`src/rtl/puf_sampler.sv`:
```
// Arbiter-PUF sampling controller: captures a challenge, runs NUM_SAMPLES
// reset/launch/capture evaluations and majority-votes each response bit.
module puf_sampler #(
    parameter int CHALLENGE_WIDTH  = 64,
    parameter int PDL_CONFIG_WIDTH = 64,
    parameter int RESPONSE_WIDTH   = 6,
    parameter int NUM_SAMPLES      = 3,
    parameter int SETTLE_CYCLES    = 15
) (
    input  logic                        clk,
    input  logic                        reset,
    input  logic                        trigger,
    input  logic [CHALLENGE_WIDTH-1:0]  challenge,
    input  logic [PDL_CONFIG_WIDTH-1:0] pdl_config,
    input  logic [RESPONSE_WIDTH-1:0]   puf_response,
    output logic [CHALLENGE_WIDTH-1:0]  puf_challenge,
    output logic [PDL_CONFIG_WIDTH-1:0] puf_config,
    output logic                        puf_start,
    output logic                        puf_reset,
    output logic                        busy,
    output logic                        done,
    output logic [RESPONSE_WIDTH-1:0]   raw_response,
    output logic                        xor_response,
    output logic [RESPONSE_WIDTH-1:0]   unstable
);

    localparam int CNT_W = $clog2(NUM_SAMPLES + 1);
    localparam int SET_W = $clog2(SETTLE_CYCLES + 1);
    localparam logic [CNT_W-1:0] N_MAX       = CNT_W'(NUM_SAMPLES);
    localparam logic [CNT_W-1:0] N_HALF      = CNT_W'(NUM_SAMPLES / 2);
    localparam logic [SET_W-1:0] SETTLE_LAST = SET_W'(SETTLE_CYCLES - 1);

    typedef enum logic [2:0] {IDLE, ARM, EVAL, CAPTURE, FINISH} state_t;

    state_t                      state_q, state_d;
    logic [SET_W-1:0]            settle_q, settle_d;
    logic [CNT_W-1:0]            sample_q, sample_d;
    logic [CNT_W-1:0]            ones_q [RESPONSE_WIDTH];
    logic [CNT_W-1:0]            ones_d [RESPONSE_WIDTH];
    logic                        done_q, done_d;
    logic                        busy_q, busy_d;
    logic                        start_q, start_d;
    logic                        preset_q, preset_d;
    logic [RESPONSE_WIDTH-1:0]   raw_q, raw_d;
    logic [RESPONSE_WIDTH-1:0]   unstable_q, unstable_d;
    logic                        xor_q, xor_d;
    logic [CHALLENGE_WIDTH-1:0]  chal_q, chal_d;
    logic [PDL_CONFIG_WIDTH-1:0] cfg_q, cfg_d;
    logic [RESPONSE_WIDTH-1:0]   vote;
    logic [RESPONSE_WIDTH-1:0]   split;

    function automatic logic [CNT_W-1:0] sat_inc(input logic [CNT_W-1:0] v);
        return (v == N_MAX) ? v : v + 1'b1;
    endfunction

    function automatic logic majority(input logic [CNT_W-1:0] ones);
        return ones > N_HALF;
    endfunction

    function automatic logic disagree(input logic [CNT_W-1:0] ones);
        return (ones != '0) && (ones != N_MAX);
    endfunction

    always_comb begin
        vote  = '0;
        split = '0;
        for (int i = 0; i < RESPONSE_WIDTH; i++) begin
            vote[i]  = majority(ones_q[i]);
            split[i] = disagree(ones_q[i]);
        end
    end

    always_comb begin
        state_d    = state_q;
        settle_d   = settle_q;
        sample_d   = sample_q;
        ones_d     = ones_q;
        raw_d      = raw_q;
        unstable_d = unstable_q;
        xor_d      = xor_q;
        chal_d     = chal_q;
        cfg_d      = cfg_q;
        case (state_q)
            IDLE: begin
                if (trigger) begin
                    chal_d   = challenge;
                    cfg_d    = pdl_config;
                    sample_d = '0;
                    for (int i = 0; i < RESPONSE_WIDTH; i++) ones_d[i] = '0;
                    state_d  = ARM;
                end
            end
            ARM: begin
                settle_d = '0;
                state_d  = EVAL;
            end
            EVAL: begin
                if (settle_q == SETTLE_LAST) state_d = CAPTURE;
                else                         settle_d = settle_q + 1'b1;
            end
            CAPTURE: begin
                for (int i = 0; i < RESPONSE_WIDTH; i++)
                    if (puf_response[i]) ones_d[i] = sat_inc(ones_q[i]);
                sample_d = sat_inc(sample_q);
                state_d  = (sample_d < N_MAX) ? ARM : FINISH;
            end
            FINISH: begin
                raw_d      = vote;
                unstable_d = split;
                xor_d      = ^vote;
                state_d    = IDLE;
            end
            default: state_d = IDLE;
        endcase

        // Strobes follow the next state so they line up with the state they describe;
        // done and the results appear the cycle after FINISH.
        start_d  = (state_d == EVAL);
        preset_d = (state_d == ARM) || (state_d == FINISH);
        busy_d   = (state_d != IDLE) || (state_q == FINISH);
        done_d   = (state_q == FINISH);
    end

    always_ff @(posedge clk) begin
        if (reset) begin
            state_q    <= IDLE;
            settle_q   <= '0;
            sample_q   <= '0;
            ones_q     <= '{default: '0};
            done_q     <= 1'b0;
            busy_q     <= 1'b0;
            start_q    <= 1'b0;
            preset_q   <= 1'b1;
            raw_q      <= '0;
            unstable_q <= '0;
            xor_q      <= 1'b0;
        end else begin
            state_q    <= state_d;
            settle_q   <= settle_d;
            sample_q   <= sample_d;
            ones_q     <= ones_d;
            done_q     <= done_d;
            busy_q     <= busy_d;
            start_q    <= start_d;
            preset_q   <= preset_d;
            raw_q      <= raw_d;
            unstable_q <= unstable_d;
            xor_q      <= xor_d;
        end
    end

    // Captured challenge/config are pure data and carry no reset.
    always_ff @(posedge clk) begin
        chal_q <= chal_d;
        cfg_q  <= cfg_d;
    end

    assign puf_challenge = chal_q;
    assign puf_config    = cfg_q;
    assign puf_start     = start_q;
    assign puf_reset     = preset_q;
    assign busy          = busy_q;
    assign done          = done_q;
    assign raw_response  = raw_q;
    assign xor_response  = xor_q;
    assign unstable      = unstable_q;

endmodule

```
`config.mk`:
```
export PLATFORM = sky130hd
export DESIGN_NAME = puf_sampler
export DESIGN_NICKNAME = d
export VERILOG_FILES = /design/src/rtl/puf_sampler.sv
export SDC_FILE = /design/constraint.sdc
export NUM_CORES = 1
export LEC_CHECK = 0
export ABC_AREA = 0
export CAP_MARGIN = 20
export CORE_MARGIN = 4
export CORE_UTILIZATION = 40
export DETAILED_ROUTE_END_ITERATION = 10
export PLACE_DENSITY = 0.8
export SKIP_CTS_REPAIR_TIMING = 1
export SLEW_MARGIN = 10
export SYNTH_ARGS = -nofsm -noshare
export SYNTH_HDL_FRONTEND = slang
export SYNTH_SLANG_ARGS = --single-unit
export TNS_END_PERCENT = 10
```
`constraint.sdc`:
```
create_clock -name clk -period 5.9 [get_ports clk]
set_input_delay 1.77 -clock clk [delete_from_list [all_inputs] [get_ports clk]]
set_output_delay 1.77 -clock clk [all_outputs]
set_load 0.01 [all_outputs]
```
==> results.py <==
metrics = {
    "outcome": {
        "status": "finished, final reports clean",
    },
    "final_layout": {
        "seqCellArea_mm2": 0.004604,
        "multiInputGateArea_um2": 977.2,
        "final_layout_size_suffix_gt1_share_pct": 7.886,
        "fin_util_pct": 66.23,
        "nNetsFinal": 772,
        "fin_area_mm2": 0.009229,
        "nFillCells": 939,
        "syn_to_final_growth_pct": 62.15,
        "antenna_cells": 0,
    },
    "setup_path": {
        "cp.arrival_ns": 3.81,
        "crit_start": "trigger",
        "path_max_fanout": 94,
        "startpoint_type": "input port",
        "path_class": "input port to flip-flop",
        "rrSetupSlack_ns": 3.48,
        "required_ns": 5.96,
        "r2r-start": "state_q[1]$_SDFF_PP0_",
        "crit_path_end_kind": "flip-flop",
    },
    "clock_tree": {
        "cts_buffers": 17,
        "insertion_delay_ns": 0.43,
        "cts_tree": "built",
        "max-clock-path-buffers": 2,
        "clock_sinks": 166,
        "htree_levels": 4,
        "root_buffer": "clkbuf_16",
        "path_clk_slew_ns": 0.06,
    },
    "timing": {
        "holdWs_ns": 0.4612,
        "fin_tns_setup_ns": 0,
        "period_minus_slack_ns": 3.744,
        "fmax_ghz": 0.2671,
        "slew_violations": 0,
        "clock_skew_ns": 0.006061,
        "fin_crit_sh_pct": 63.46,
        "rsz0062_at_grt": "false",
        "slew_headroom_pct": 53.50,
        "tightest_slew_ns": 0.6975,
        "final-hold-violation-count": 0,
        "setup_viol": 0,
    },
    "placement": {
        "hpwl_um": 12890,
        "place_congestion": 0.8663,
        "dpl-instance-area_mm2": 0.008687,
        "io_buffers": 281,
    },
    "logic_synthesis": {
        "avgSynthCellArea_um2": 17.25,
        "synth.ff_latch_count": 166,
        "ys_warn_count": 0,
        "synthCells": 330,
        "ys_seq_area_share_pct": 80.90,
        "synth.cell_area_mm2": 0.005692,
        "synth.distinct_cells": 36,
        "syn_nets": 481,
    },
    "routing": {
        "drt_iter0_drc": 197,
        "drc": 0,
        "wirelength_um": 16840,
        "drt_first_pass_iters": 4,
        "avgRoutedWirePerCell_um": 20.69,
        "vias_per_cell": 4.784,
        "num_vias": 3894,
        "ant_nets": 0,
    },
    "run": {
        "drv_cap": 0,
    },
    "floorplan": {
        "rows": 43,
        "core_area_mm2": 0.01393,
        "dieArea_mm2": 0.01620,
        "initial_utilization_pct": 40.85,
        "die_w_um": 127.3,
        "die_h_um": 127.3,
        "io_pins": 282,
    },
    "pwr": {
        "ir_drop_uv": 190.5,
        "p_total_mw": 2.768,
        "p_per_area_mw_per_mm2": 299.9,
        "p_leak_nw": 3.246,
    },
    "min_path": {
        "worstHoldStart": "raw_response[4]$_SDFFE_PP0P_",
        "worstHoldPathType": "flip-flop to flip-flop",
    },
    "global_route": {
        "grt_max_degree": 95,
        "grt.total_usage_pct": 20.46,
        "grt_pass1_vias": 3934,
        "gr-total-overflow": 0,
        "grt_pass1_wl_um": 24070,
        "antenna_found_initial": 1,
    },
}
==> cells in the mapped netlist <==
| cell type | instances | share of area [%] |
|---|---|---|
| or3b_2 | 1 | 0.15 |
| dfxtp_1 | 38 | 13 |
| a22oi_2 | 1 | 0.22 |
| inv_1 | 10 | 0.66 |
| ha_1 | 14 | 3.1 |
| a211o_1 | 1 | 0.15 |
| a31oi_1 | 3 | 0.33 |
| or3_1 | 2 | 0.22 |
| buf_8 | 1 | 0.26 |
| buf_2 | 4 | 0.35 |
| buf_6 | 2 | 0.40 |
| clkbuf_1 | 4 | 0.26 |
| or4b_4 | 1 | 0.24 |
| nand4_1 | 1 | 0.11 |
| nand3_1 | 3 | 0.26 |
| mux2_1 | 2 | 0.40 |
| a21oi_1 | 11 | 0.97 |
| or2_2 | 2 | 0.22 |
| xnor2_1 | 4 | 0.62 |
| nand2b_1 | 2 | 0.22 |
| xnor3_1 | 1 | 0.40 |
| and2_1 | 2 | 0.22 |
| nand3b_4 | 1 | 0.35 |
| and3_1 | 1 | 0.11 |
| nor4_1 | 1 | 0.11 |
| o21ai_0 | 2 | 0.18 |
| nand3b_1 | 1 | 0.13 |
| nor2_1 | 26 | 1.7 |
| nor2b_1 | 6 | 0.66 |
| nor3b_1 | 7 | 0.92 |
| mux2_2 | 11 | 2.2 |
| edfxtp_1 | 128 | 68 |
| nor3_1 | 3 | 0.26 |
| a211oi_1 | 7 | 0.92 |
| and3b_2 | 1 | 0.18 |
| nand2_1 | 25 | 1.6 |
==> stage by stage <==
stage	cells	setup WS, ns
finish	814	2.156
global route	814	2.093
CTS	814	2.206
detailed placement	782	1.743
global placement	782	1.799
floorplan	330	0.4713
==> final timing paths <==
path                                   to  cells past startpoint
max              puf_config[32]$_DFFE_PP_                      4
min          raw_response[4]$_SDFFE_PP0P_                      2
max reg2reg   puf_challenge[34]$_DFFE_PP_                      3
min reg2reg  raw_response[4]$_SDFFE_PP0P_                      2
==> sequential cells by signal, summed over array words and instances (netlist names) <==
signal         flops
busy               1
done               1
ones_q            12
puf_challenge     64
puf_config        64
puf_reset          1
puf_start          1
raw_response       6
sample_q           2
settle_q           4
state_q            3
unstable           6
xor_response       1
==> worst max-delay path, stage by stage <==
cell and delay (ns):
clkdlybuf4s50_1 0.50, or4b_4 0.60, inv_4 0.39, buf_12 0.43
==> kinds of logic after synthesis <==
family | Yosys count | share of synthesized area (%)
DFF | 166 | 80.90
muxes | 13 | 2.572
adders and majority gates | 14 | 3.078
and+or+nand+nor | 86 | 7.738
buffers and inverters | 21 | 1.934
AOI/OAI and AO/OA | 25 | 2.770
xor gates and xnor gates | 5 | 1.011
==> report_power, final <==
part | total (mW) | internal (mW) | switching [mW]
registers | 1.39 | 1.36 | 0.0266
clock network | 1.03 | 0.579 | 0.448
logic | 0.356 | 0.207 | 0.148
total | 2.77 | 2.15 | 0.623
==> routing by layer <==
metal / GRT usage [%] / wire, um
met5: 0 / 11
met4: 8.454 / 543
met3: 8.612 / 1495
met2: 37.13 / 9034
met1: 20.51 / 5757
==> placed cells by master, fill, tap and decap left out, drive strengths merged <==
cell,instances
clkdlybuf4s50,281
edfxtp,128
dfxtp,38
nor2,26
nand2,25
clkbuf,20
ha,14
mux2,13
inv,12
a21oi,11
nor3b,7
a211oi,7
nor2b,6
clkinvlp,5
xnor2,4
clkinv,4
nor3,3
a31oi,3
nand3,3
o21ai,2
or3,2
or2,2
and2,2
nand2b,2
nand3b,2
buf,2
or4b,1
and3,1
or3b,1
nand4,1
and3b,1
a22oi,1
nor4,1
a211o,1
xnor3,1
bufinv,1
==> final cells by class <==
type	instances	share of cell area, %
flip-flops and latches	166	49.89
repair buffers	283	30.78
multi-input cells	143	10.59
clock buffers	20	4.732
well taps	180	2.440
clock inverters	12	1.139
inverters	10	0.4338
(Power assumes the default switching activity.)
==> edit 1: new RTL, config.mk and constraints unchanged <==
Set the parameter `NUM_SAMPLES` to 5 (it was 3).
--- a/src/rtl/puf_sampler.sv
+++ b/src/rtl/puf_sampler.sv
@@ -6,3 +6,3 @@
     parameter int RESPONSE_WIDTH   = 6,
-    parameter int NUM_SAMPLES      = 3,
+    parameter int NUM_SAMPLES      = 5,
     parameter int SETTLE_CYCLES    = 15
Behaviour: same outputs for any inputs over 4 cycles, from zero or initial values and one cycle with reset high; that may be too few to reach the edited logic, so the function may still have changed.
==> edit 1 against the original RTL <==
Total power up 5.3%; highest routed layer unchanged; design area up 6.3%; first-iteration DRC count up 41%; wire length up 15%; synthesized area up 9.5%; worst setup slack better by 0.34 ns; sequential cell count up 7; largest cell class unchanged.
==> edit 1: results <==
[worst_setup_path]
crit_path_end = "ones_q[1]$_SDFFE_PP0P_"
reg2reg_to = "ones_q[10]$_SDFFE_PP0P_"
slowest_delay_ns = 0.54
worstPathMaxFanout = 11
r2r_slack_ns = 3.79
cp.arrival_ns = 3.71
crit_family = "compound AO/OA/AOI/OAI gates"

[pwr]
comb_power_w = 0.000396
powerClk_w = 0.00108
p_sw_share_pct = 23.8
vdd_drop_max_v = 0.000200
p_leak_nw = 3.47

[final_layout]
signal_buffers = 284
n_fill_cell = 1114
multiInputGateArea_um2 = 1360
bufAreaShareNonClock_pct = 28.9
final_util_pct = 64.5
num-multi-input-gates = 189
multi_input_area_share_pct = 13.8
clock_area_share_pct = 5.72
seq_share_pct = 48.4
clock_buffer_count = 18
antennaDiodeCount = 1

[global_route]
grt_max_degree = 85
antenna_found_initial = 5
grt_util_met3_pct = 9.43
grt_use_met2_pct = 38.4
grt_util_met1_pct = 22.9
grt_pass1_wl_mm = 28.0
first_global_vias = 4387
grt_use_total_pct = 21.7

[synth]
synthTopCellsByArea = "edfxtp_1, dfxtp_1, ha_1, nor2_1, a21oi_1"
syn_nets = 559
ys_types = 39
ys_ff_latch = 173
ys_seq_area_share_pct = 76.2
synthTopCellsByCount = "edfxtp_1, dfxtp_1, nor2_1"

[detailed_routing]
viasPerCell = 4.95
met2_wirelength_mm = 10.2
avgRoutedWirePerCell_um = 21.8
wl_met1_mm = 6.87
initialDrtViolationCount = 277

[placement]
routabilityCongestion = 0.849
placed_cell_area_um2 = 9250
place_ws_ns = 2.09
dp.cells = 854

[status]
status = "finished clean"

[sta]
skew_ns = 0.0101
fmax_mhz = 294
worstMarginPinSlew_ns = 1.04

[worst_hold_path]
min_path_type = "reg -> reg"
[edit 1: changes by cell type after synthesis, sizes merged, moves of 5 or more]
cell	unedited run	this run
a32oi	0	5
nand2	25	17
o211ai	0	6
dfxtp	38	45
o21ai	2	7
inv	10	20
mux2i	0	7
xor2	0	9
ha	14	28
a21oi	11	20
mux2	13	0
a21boi	0	5
nor2	26	34
[edit 1: how the worst min path moves through the flow]
stage | from | to | slack, ns | cells past startpoint
CTS | unstable[3]$_SDFFE_PP0P_ | unstable[3]$_SDFFE_PP0P_ | 0.47 | 2
finish | unstable[3]$_SDFFE_PP0P_ | unstable[3]$_SDFFE_PP0P_ | 0.46 | 2
floorplan | unstable[0]$_SDFFE_PP0P_ | unstable[0]$_SDFFE_PP0P_ | 0.48 | 2
global placement | unstable[2]$_SDFFE_PP0P_ | unstable[2]$_SDFFE_PP0P_ | 0.44 | 2
global route | unstable[3]$_SDFFE_PP0P_ | unstable[3]$_SDFFE_PP0P_ | 0.48 | 2
detailed placement | unstable[4]$_SDFFE_PP0P_ | unstable[4]$_SDFFE_PP0P_ | 0.45 | 2
[edit 1: kinds of logic (layout without fill, tap and decap cells)]
| kind of cell | count (synthesis) | count (layout) | synth area share [%] |
|---|---|---|---|
| and+or+nand+nor | 84 | 84 | 6.57 |
| other | 0 | 1 | 0 |
| buffers and inverters | 32 | 336 | 2.33 |
| DFF | 173 | 173 | 76.2 |
| muxes | 7 | 7 | 1.12 |
| adders and majority gates | 28 | 28 | 5.62 |
| xor gates and xnor gates | 18 | 18 | 2.75 |
| AOI/OAI and AO/OA | 52 | 52 | 5.44 |
[edit 1: worst reg2reg max path: cells and delay by family, from the launching register on]
kind             cells  cell delay, ns
DFF                  1            0.54
muxes                1            0.23
and+or+nand+nor      4            1.22
==> edit 2: new RTL, same flow settings <==
Without the edit above. Make the reset (`reset`) asynchronous in one clocked block.
--- a/src/rtl/puf_sampler.sv
+++ b/src/rtl/puf_sampler.sv
@@ -123,3 +123,3 @@
 
-    always_ff @(posedge clk) begin
+    always_ff @(posedge clk or posedge reset) begin
         if (reset) begin
Function: differs if reset is asserted again (counterexample within 4 cycles, from zero or initial values and one cycle with reset high); with reset held inactive, the same outputs for 4 cycles.
==> edit 2 against the original RTL <==
Sequential cell count stayed put; worst setup slack better by 0.17 ns; global-route usage is 0.81 points higher; first-iteration DRC count is 3.6% lower; design area is 1.9% higher; wire length is 5.2% higher; synthesized area is 1.3% higher.
Power is not compared: it rests on default switching activity, and its combinational part moved more than twofold at a synthesized area within 25%.
==> edit 2: results <==
[synth]
async_flop_share_pct = 22.9
synth_edf_count = 128
yosys_warnings = 0
synth_top_area_share_pct = 66.7
ys_types = 32
synthTopCellsByCount = "edfxtp_1, dfrtp_1, nand2_1"
ys_seq_area_share_pct = 83.2
synthTopCellsByArea = "edfxtp_1, dfrtp_1, ha_1, nor3b_4, mux2i_1"
syn_nets = 456

[pwr]
vdd_drop_max_v = 0.000215
p_sw_share_pct = 28.1
p_leak_nw = 3.50

[cts]
clkLatencyLatePin_ns = 0.42
htreeDepth = 4
cts_buffer_depth = 2
cts_made_buffers = 17
root_buffer = "clkbuf_16"
clk_pin_slew_ns = 0.06

[worst_hold_path]
worstHoldEndpoint = "raw_response[3]$_DFFE_PP0P_"
min_path_type = "reg -> reg"
min_path_cells = 2
min_from = "raw_response[3]$_DFFE_PP0P_"

[global_route]
first_global_vias = 3891
grt_use_total_pct = 21.3
grt_pass1_wl_mm = 24.9
antenna_found_initial = 4
grt_max_degree = 67

[sta]
worstMarginPinSlew_ns = 0.684
skew_ns = 0.00645
min_period_over_period_pct = 60.6

[worst_setup_path]
slowest_delay_ns = 0.50
cp.arrival_ns = 3.65
reg2reg_depth = 4
r2r-start = "state_q[2]$_DFF_PP0_"
r2r_slack_ns = 3.53
crit_slowest_cell = "inv_4"
reg2reg_to = "puf_challenge[62]$_DFFE_PP_"
worstPathMaxFanout = 41
crit_family = "buffers and inverters"

[placement]
io_buffer_count = 281
routabilityCongestion = 0.881
hpwl_mm = 13.3
place_ws_ns = 1.86

[final_layout]
n_fill_cell = 953
drive_gt1_share_pct = 6.83
finalNetCount = 753

[status]
status = "finished clean"

[detailed_routing]
firstDrtPassIters = 4
initialDrtViolationCount = 190
drt-total-wl_mm = 17.7
viasPerCell = 4.74
final_antenna_net_count = 0
==> edit 2: metal layers <==
metal	wire, um	vias to the layer above	track usage (%)
met5	38	-	0
met4	309	8	7.55
met3	1860	29	10.2
li1	-	1725	-
met1	6220	1851	22.4
met2	9300	159	37.1
==> edit 2: how the worst max path moves through the flow <==
stage / startpoint / end / cells past startpoint
final: trigger / puf_challenge[62]$_DFFE_PP_ / 5
after CTS: trigger / puf_challenge[62]$_DFFE_PP_ / 5
after floorplan: trigger / puf_challenge[0]$_DFFE_PP_ / 3
after global placement: trigger / puf_challenge[20]$_DFFE_PP_ / 5
after detailed placement: trigger / puf_challenge[58]$_DFFE_PP_ / 5
after global routing: trigger / puf_challenge[62]$_DFFE_PP_ / 5
==> edit 2: tightest hold or removal path, stage by stage (launching register included) <==
cell and delay [ns]:
dfrtp_1 0.35, nand2_1 0.05, o21ai_0 0.06
==> edit 2: cell type report <==
| class | count | share of cell area, % |
|---|---|---|
| Clock buffer | 19 | 4.60 |
| Clock inverter | 13 | 1.65 |
| Antenna cell | 1 | 0.0266 |
| Timing Repair Buffer | 284 | 30.3 |
| Tap cell | 180 | 2.39 |
| Inverter | 12 | 0.505 |
| Multi-Input combinational cell | 121 | 9.56 |
| Sequential cell | 166 | 51.0 |
==> edit 2: stage by stage <==
step	hold WS (ns)	cells	cell area, um^2	utilization, %	power [W]
after detailed placement	0.473	763	8820	63.0	0.00292
after global placement	0.466	763	8820	63.0	0.00287
after CTS	0.487	795	9400	67.2	0.00403
final	0.488	796	9410	67.2	0.00399
after global routing	0.502	795	9400	67.2	0.00418
after floorplan	0.450	305	5770	-	0.00225
==> edit 2: power by group through the flow <==
| stage | logic [W] | clock network, W | registers [W] |
|---|---|---|---|
| 6_report | 0.00113 | 0.00110 | 0.00176 |
| 5_1_grt | 0.00121 | 0.00118 | 0.00179 |
| 4_1_cts | 0.00115 | 0.00113 | 0.00176 |
| 3_5_place_dp | 0.00114 | 0 | 0.00178 |
| 3_3_place_gp | 0.00111 | 0 | 0.00176 |
| 2_1_floorplan | 0.000366 | 0 | 0.00189 |
==> edit 2: kinds of logic (layout without fill, tap and decap cells) <==
family / count (synthesis) / count (layout) / share of synthesized area, %
adders and majority gates: 14 / 14 / 3.04
muxes: 10 / 10 / 1.76
DFF: 166 / 166 / 83.2
xor gates and xnor gates: 4 / 4 / 0.846
other: 0 / 1 / 0
AOI/OAI and AO/OA: 33 / 33 / 3.65
buffers and inverters: 18 / 328 / 1.24
and+or+nand+nor: 60 / 60 / 6.31
